File: src/rtl/tick_sched.sv
// tick_sched: shared time-base scheduler.
// A free-running prescaler produces a base strobe every PRE_DIV clocks. Four
// independent channels divide that strobe by a programmable divisor and each
// emit one-clock periodic ticks while in RUN.
// Optional feature macro: TICK_SCHED_ONESHOT_EN adds a per-channel oneshot
// input; a channel started with oneshot set ticks once and returns to IDLE.
// Control inputs (wr_en, start, stop) are plain level-sampled strobes: there
// is no valid/ready back-pressure; every input is acted on at the edge where
// it is sampled, and busy reflects each channel's FSM state (1 = RUN).
module tick_sched #(
    parameter int PRE_DIV = 50000,
    parameter int DIV_W   = 16
) (
    input  logic             clk,
    input  logic             clr,
    input  logic             en,
    input  logic             wr_en,
    input  logic [1:0]       wr_ch,
    input  logic [DIV_W-1:0] wr_div,
    input  logic [3:0]       start,
    input  logic [3:0]       stop,
`ifdef TICK_SCHED_ONESHOT_EN
    input  logic [3:0]       oneshot,
`endif
    output logic [3:0]       tick,
    output logic [3:0]       busy,
    output logic             cfg_err
);

    localparam int PRE_W = $clog2(PRE_DIV);
    localparam logic [PRE_W-1:0] PRE_LAST = PRE_W'(PRE_DIV - 1);

    typedef enum logic {
        ST_IDLE = 1'b0,
        ST_RUN  = 1'b1
    } ch_state_e;

    logic [PRE_W-1:0] pre_cnt_q, pre_cnt_d;
    logic             strb;
    logic [DIV_W-1:0] div_q [4];
    logic [DIV_W-1:0] div_d [4];
    logic [DIV_W-1:0] cnt_q [4];
    logic [DIV_W-1:0] cnt_d [4];
    ch_state_e        state_q [4];
    ch_state_e        state_d [4];
    logic [3:0]       tick_q, tick_d;
    logic             cfg_err_q, cfg_err_d;
`ifdef TICK_SCHED_ONESHOT_EN
    logic [3:0]       oneshot_q, oneshot_d;
`endif

    // Prescaler: counts enabled clocks, strobe on the last count of each lap
    always_comb begin
        pre_cnt_d = pre_cnt_q;
        if (en) begin
            pre_cnt_d = (pre_cnt_q == PRE_LAST) ? '0 : pre_cnt_q + PRE_W'(1);
        end
        strb = en && (pre_cnt_q == PRE_LAST);
    end

    // Divisor file: a same-cycle write is visible to start/reload decisions
    always_comb begin
        for (int i = 0; i < 4; i++) begin
            div_d[i] = (wr_en && (wr_ch == 2'(i))) ? wr_div : div_q[i];
        end
    end

    // Channel FSMs: next state, count, tick and configuration error
    always_comb begin
        tick_d    = '0;
        cfg_err_d = 1'b0;
`ifdef TICK_SCHED_ONESHOT_EN
        oneshot_d = oneshot_q;
`endif
        for (int i = 0; i < 4; i++) begin
            state_d[i] = state_q[i];
            cnt_d[i]   = cnt_q[i];
            if (state_q[i] == ST_IDLE) begin
                if (start[i]) begin
                    if (div_d[i] == '0) begin
                        // Refused: nothing to count down from
                        cfg_err_d = 1'b1;
                    end else if (!stop[i]) begin
                        state_d[i] = ST_RUN;
                        cnt_d[i]   = div_d[i] - DIV_W'(1);
`ifdef TICK_SCHED_ONESHOT_EN
                        oneshot_d[i] = oneshot[i];
`endif
                    end
                end
            end else begin
                if (stop[i]) begin
                    // Stop beats both a same-cycle start and an expiry
                    state_d[i] = ST_IDLE;
                    cnt_d[i]   = '0;
                end else if (strb) begin
                    if (cnt_q[i] != '0) begin
                        cnt_d[i] = cnt_q[i] - DIV_W'(1);
                    end else begin
                        tick_d[i] = 1'b1;
`ifdef TICK_SCHED_ONESHOT_EN
                        if ((div_d[i] == '0) || oneshot_q[i]) begin
`else
                        if (div_d[i] == '0) begin
`endif
                            // Divisor cleared (or single shot): retire after this tick
                            state_d[i] = ST_IDLE;
                            cnt_d[i]   = '0;
                        end else begin
                            cnt_d[i] = div_d[i] - DIV_W'(1);
                        end
                    end
                end
            end
        end
    end

    // State registers with synchronous clear
    always_ff @(posedge clk) begin
        if (clr) begin
            pre_cnt_q <= '0;
            tick_q    <= '0;
            cfg_err_q <= 1'b0;
`ifdef TICK_SCHED_ONESHOT_EN
            oneshot_q <= '0;
`endif
            for (int i = 0; i < 4; i++) begin
                div_q[i]   <= '0;
                cnt_q[i]   <= '0;
                state_q[i] <= ST_IDLE;
            end
        end else begin
            pre_cnt_q <= pre_cnt_d;
            tick_q    <= tick_d;
            cfg_err_q <= cfg_err_d;
`ifdef TICK_SCHED_ONESHOT_EN
            oneshot_q <= oneshot_d;
`endif
            for (int i = 0; i < 4; i++) begin
                div_q[i]   <= div_d[i];
                cnt_q[i]   <= cnt_d[i];
                state_q[i] <= state_d[i];
            end
        end
    end

    // Outputs: busy mirrors the per-channel FSM state
    always_comb begin
        for (int i = 0; i < 4; i++) begin
            busy[i] = (state_q[i] == ST_RUN);
        end
        tick    = tick_q;
        cfg_err = cfg_err_q;
    end

endmodule

File: config.mk
export PLATFORM = sky130hd
export DESIGN_NAME = tick_sched
export DESIGN_NICKNAME = d
export VERILOG_FILES = /design/src/rtl/tick_sched.sv
export SDC_FILE = /design/constraint.sdc
export NUM_CORES = 1
export LEC_CHECK = 0
export CORE_ASPECT_RATIO = 0.8
export CORE_UTILIZATION = 50
export CTS_CLUSTER_SIZE = 14
export DETAILED_ROUTE_END_ITERATION = 12
export GPL_TIMING_DRIVEN = 0
export PLACE_DENSITY = 0.8
export SLEW_MARGIN = 20
export SYNTH_ARGS = -nofsm -noshare
export SYNTH_HDL_FRONTEND = slang
export SYNTH_SLANG_ARGS = --single-unit
File: constraint.sdc
create_clock -name clk -period 3.84 [get_ports clk]
set_input_delay 0.768 -clock clk [delete_from_list [all_inputs] [get_ports clk]]
set_output_delay 0.768 -clock clk [all_outputs]
set_load 0.05 [all_outputs]
Yosys cells after proc, flatten, opt, wreduce, memory -nomap -nowiden
Memory sizes are Yosys's and may differ from the RTL's.
Index checks and enable logic that the tools add are counted.
{"block": "classes", "addsub": 9, "n_eq_ne": 4, "muxes": 100, "n_bitwise": 17, "reduce_logical": 18}
{"operator": "2-to-1 mux 16 bit", "count": 45}
{"operator": "subtractor 16 x 1 -> 16 bit, second input constant", "count": 8}
{"operator": "zero test 16 bit", "count": 4}
{"operator": "nonzero test 16 bit", "count": 4}
{"operator": "2-to-1 mux 1 bit", "count": 55}
{"operator": "adder 16 x 1 -> 16 bit, second input constant", "count": 1}
{"operator": "equality test 16 bit, second input constant", "count": 1}
{"operator": "OR reduction 4 bit", "count": 4}
{"operator": "bitwise OR 1 bit", "count": 12}
{"operator": "logical AND 1 bit", "count": 5}
{"operator": "inverter 1 bit", "count": 5}
{"operator": "equality test 2 bit, second input constant", "count": 2}
{"operator": "equality test 2 x 1 -> 1 bit, second input constant", "count": 1}
{"operator": "zero test 2 bit", "count": 1}
{"block": "totals", "reg_bits": 21, "ramBits": 132, "input_bits": 30, "out_inout_bits": 9, "elab_cells": 157, "memories": 3}
{"name": "cnt_q", "depth": 4, "word_bits": 16, "read_ports": 4, "rd_ports_with_merged_regs": 0, "wr": 4, "line_no": "42", "source": "logic [DIV_W-1:0] cnt_q [4];"}
{"name": "div_q", "depth": 4, "word_bits": 16, "read_ports": 4, "rd_ports_with_merged_regs": 0, "wr": 4, "line_no": "40", "source": "logic [DIV_W-1:0] div_q [4];"}
{"name": "state_q", "depth": 4, "word_bits": 1, "read_ports": 4, "rd_ports_with_merged_regs": 0, "wr": 4, "line_no": "44", "source": "ch_state_e state_q [4];"}

Longest topological paths before layout
{"block": "logic_depth", "word_depth": 16, "mapped_depth": 15, "depth_no_buf": 10}

Worst setup path after synthesis
OpenSTA, ideal clock, no wires.
{"block": "synth_timing", "path_kind": "input-to-reg", "from": "input port wr_en", "to": "memory cnt_q[3][15]", "setup_time_ns": 0.124, "arrival_time_ns": 3.756, "required_time_ns": 3.716, "path_slack_ns": -0.040, "path_stages": 15, "path_buffers": 5, "path_cell_list": "buf_2 nand3_1 clkbuf_1 clkbuf_1 buf_1 mux2i_1 ha_1 nor4b_1 nand4_1 a22oi_2 nand2_1 o21a_1 nand2_2 buf_4 o21ai_0"}
{"element": "start, declared", "line_no": "17", "source": "input logic wr_en,"}
{"element": "end, declared", "line_no": "42"}

==> summary.md <==
| Metric | Value |
|---|---|
| Placed Area | `10700 sq um` |
| Final nets | `1422` |
| Required @ worst endpoint | `4.18 ns` |
| Final setup margin | `0.208 ns` |
| Detailed Routing Iterations Pass 1 | `6` |
| Hold Fails Final Rpt | `0` |
| Largest net degree at the start of global routing | `20` |
| Mapped Cells | `1328` |
| Hold Crit Depth | `2` |
| Vias in the first global route | `9453` |
| WL final | `32.5 mm` |
| Final setup violation count | `0` |
| Relative slew slack | `24.5%` |
| DR WL/cell | `19.7 um` |
| Startpoint class of the critical path | `input port` |
| Crit share post-route | `94.6%` |
| Worst IR Drop VDD | `238 uV` |
| DRC | `0` |
| CTS max path bufs | `2` |
| Worst Max-Slew Pin Slew | `1.12 ns` |
| CTS hold repair buffers | `0` |
| Worst Hold Path EP | `cnt_q[3][12]` |
| Initial cell density of the core | `50.9%` |
| Clk_lat worst skew | `0.44 ns` |
| Layout cells sized above 1 | `8.36%` |
| Initial DRC count | `1556` |
| Power per cell area | `460 nW/um^2` |
| Clock tree sinks | `153` |
| Gr ovfl total | `0` |
| Die width | `161 um` |
| DRT antenna net count | `0` |
| Worst clock skew | `0.0114 ns` |
| Core Footprint | `19800 sq um` |
| Synth Flop Type | `dfxtp_1` |
| Yosys cell types | `90` |
| Row cnt | `46` |
| WP data arrival | `3.97 ns` |
| Total GRT Usage | `31.3%` |
| Reg area | `3060 sq um` |
| First-pass GRT wire length | `50.7 mm` |
| Max_cap viols | `0` |
| Final HPWL DP | `23.5 mm` |
| Syn nets | `1375` |
| FMAX | `275 MHz` |
| Worst Reg-to-Reg Cells | `9` |
| Static Leak | `4.41 nW` |
| Critical path type | `input port to flop` |
| Hold Path Class | `flop to flop` |
| Status | `finished, final reports clean` |
| RSZ-0062 raised after global routing | `false` |
| Ys async rst share | `0%` |
| # IOs | `39` |
| Initial antenna violation count | `1` |
| Area of the multi-input gates | `6590 sq um` |
| Synth Register Bits | `153` |
| Util after Layout | `57.5%` |
| Slew Limit Fails | `0` |
| HP Start | `cnt_q[3][12]` |
| R2r startpoint | `pre_cnt_q[0]` |
| Ys Warns | `0` |
| CTS tree | `done` |
| H-tree depth | `4` |
| Die area | `20700 sq um` |
| Period minus WS final | `3.63 ns` |
| FILL cells | `1873` |
| Vias | `10500` |
| Seq/Total Area, Yosys | `30.4%` |
| Root Buffer | `clkbuf_16` |
| Port bufs | `27` |
| Number of synthesized flops with an enable pin | `0` |
| R2R Setup Slk | `0.99 ns` |
| Setup slack at placement | `-1.41 ns` |
| Mapped cell area | `10100 sq um` |
| Maximum fanout along the worst path | `8` |
| GP Congestion | `0.977` |
| Final instance area | `11400 sq um` |
| Clk pin slew, worst setup/hold paths | `0.06 ns` |
| Synthesized area per cell | `7.59 sq um` |
| Worst r2r dst | `cnt_q[0][10]` |
| Die height | `129 um` |
| Vias per cell | `6.37` |
| CTS Buf Count | `17` |
| Syn-to-layout area delta | `12.9%` |
| Worst setup EP type | `flop` |
## power breakdown
group,internal [mW],switching (mW),leakage [nW]
sequential,1.69,0.112,1.25
combinational,0.627,1.02,2.88
clock,1.06,0.724,0.282
## worst max-delay path, stage by stage
cell,delay (ns)
clkdlybuf4s15_1,0.32
nand3b_1,0.32
buf_4,0.23
mux2i_1,0.48
ha_1,0.33
nand3_1,0.15
o32ai_4,0.37
a21oi_1,0.10
o21ai_0,0.52
o21ai_0,0.18
and2_1,0.18
## registers in the layout (all words and copies together) (netlist names)
register,count
cfg_err,1
cnt_q,64
div_q,64
pre_cnt_q,16
state_q,4
tick,4
## worst max path at each step
stage              from           end  slack, ns  cells past startpoint
2_1_floorplan     wr_en  cnt_q[0][11]       0.04                     13
3_3_place_gp   wr_ch[0]   cnt_q[3][6]      -1.44                     14
3_5_place_dp   wr_ch[0]   cnt_q[3][3]      -1.41                     14
4_1_cts        wr_ch[0]  cnt_q[2][10]       0.01                     12
5_1_grt        wr_ch[1]  cnt_q[2][10]       0.03                     12
6_report       wr_ch[1]   cnt_q[1][4]       0.21                     11
## routing by layer
layer | wire length (um) | GRT usage [%]
met5 | 0 | 0
met4 | 1140 | 13.0
met3 | 3270 | 5.64
met2 | 13600 | 46.3
met1 | 14500 | 44.7
## synth_stat cells, types with 5 or more instances
cell type	number	area share [%]
nand4_1	16	0.99
nor3_1	72	3.6
a22oi_1	10	0.74
a211oi_1	10	0.74
nor4_1	23	1.4
xnor2_1	39	3.4
nor3b_1	5	0.37
nand2_1	174	6.5
o22ai_1	11	0.68
and4_1	6	0.52
dfxtp_1	153	30
inv_1	19	0.71
o21ai_1	7	0.35
buf_2	21	1.0
buf_4	7	0.52
clkbuf_1	47	1.8
nand3b_1	15	1.1
or4_1	7	0.52
o21ai_0	77	3.8
a31oi_1	13	0.81
o31ai_1	11	0.82
o211ai_1	19	1.4
xor2_1	58	5.0
and3_1	13	0.81
buf_1	6	0.22
nand2b_1	6	0.37
or3_1	14	0.87
and2_1	10	0.62
nand3_1	47	2.3
ha_1	17	2.1
nor2b_1	5	0.31
a21boi_0	5	0.37
a21oi_1	89	4.4
o21a_1	5	0.37
mux2i_1	45	4.5
nor2_1	150	5.6
## cell families after synthesis
logic type / count (synthesis) / synth area share (%)
mux: 47 / 4.69
buf+inv: 106 / 4.78
xor+xnor: 97 / 8.43
simple gates: 602 / 30.1
fa+ha+maj: 17 / 2.11
compound gates: 306 / 19.5
flops: 153 / 30.4
## cell type report
type | instances | share of cell area, %
inverters | 20 | 0.660
well taps | 264 | 2.90
diodes | 1 | 0.0220
plain buffers | 82 | 3.62
clock buffers | 21 | 4.05
multi-input cells | 1069 | 57.9
flip-flops and latches | 153 | 26.9
clock inverters | 10 | 1.25
repair buffers | 32 | 2.73
## per-stage QoR
stage | setup TNS (ns) | hold slack, ns | instances | power (mW)
floorplan | 0 | 0.436 | 1328 | 3.01
global placement | -58.12 | 0.458 | 1619 | 3.38
detailed placement | -61.06 | 0.459 | 1619 | 3.41
CTS | 0 | 0.467 | 1650 | 5.18
global route | 0 | 0.498 | 1651 | 5.46
finish | 0 | 0.467 | 1652 | 5.23
## repair_timing
| item | in CTS | in global routing |
|---|---|---|
| buffers inserted | 4 | 1 |
| resized for setup | 15 | 3 |
| endpoints found under the setup margin | 51 | 43 |
| pin swaps | 2 | 1 |
## cells in the final DEF (no fill, tap or decap), types with 15 or more instances in the layout
cell type / count
a21oi_1: 89
buf_2: 20
buf_4: 15
clkbuf_1: 44
clkbuf_16: 17
clkdlybuf4s50_1: 25
dfxtp_1: 153
ha_1: 17
inv_1: 19
mux2i_1: 44
nand2_1: 174
nand3_1: 47
nand3b_1: 15
nand4_1: 16
nor2_1: 149
nor3_1: 72
nor4_1: 22
o211ai_1: 19
o21ai_0: 77
xnor2_1: 39
xor2_1: 58
(Power assumes the default switching activity.)
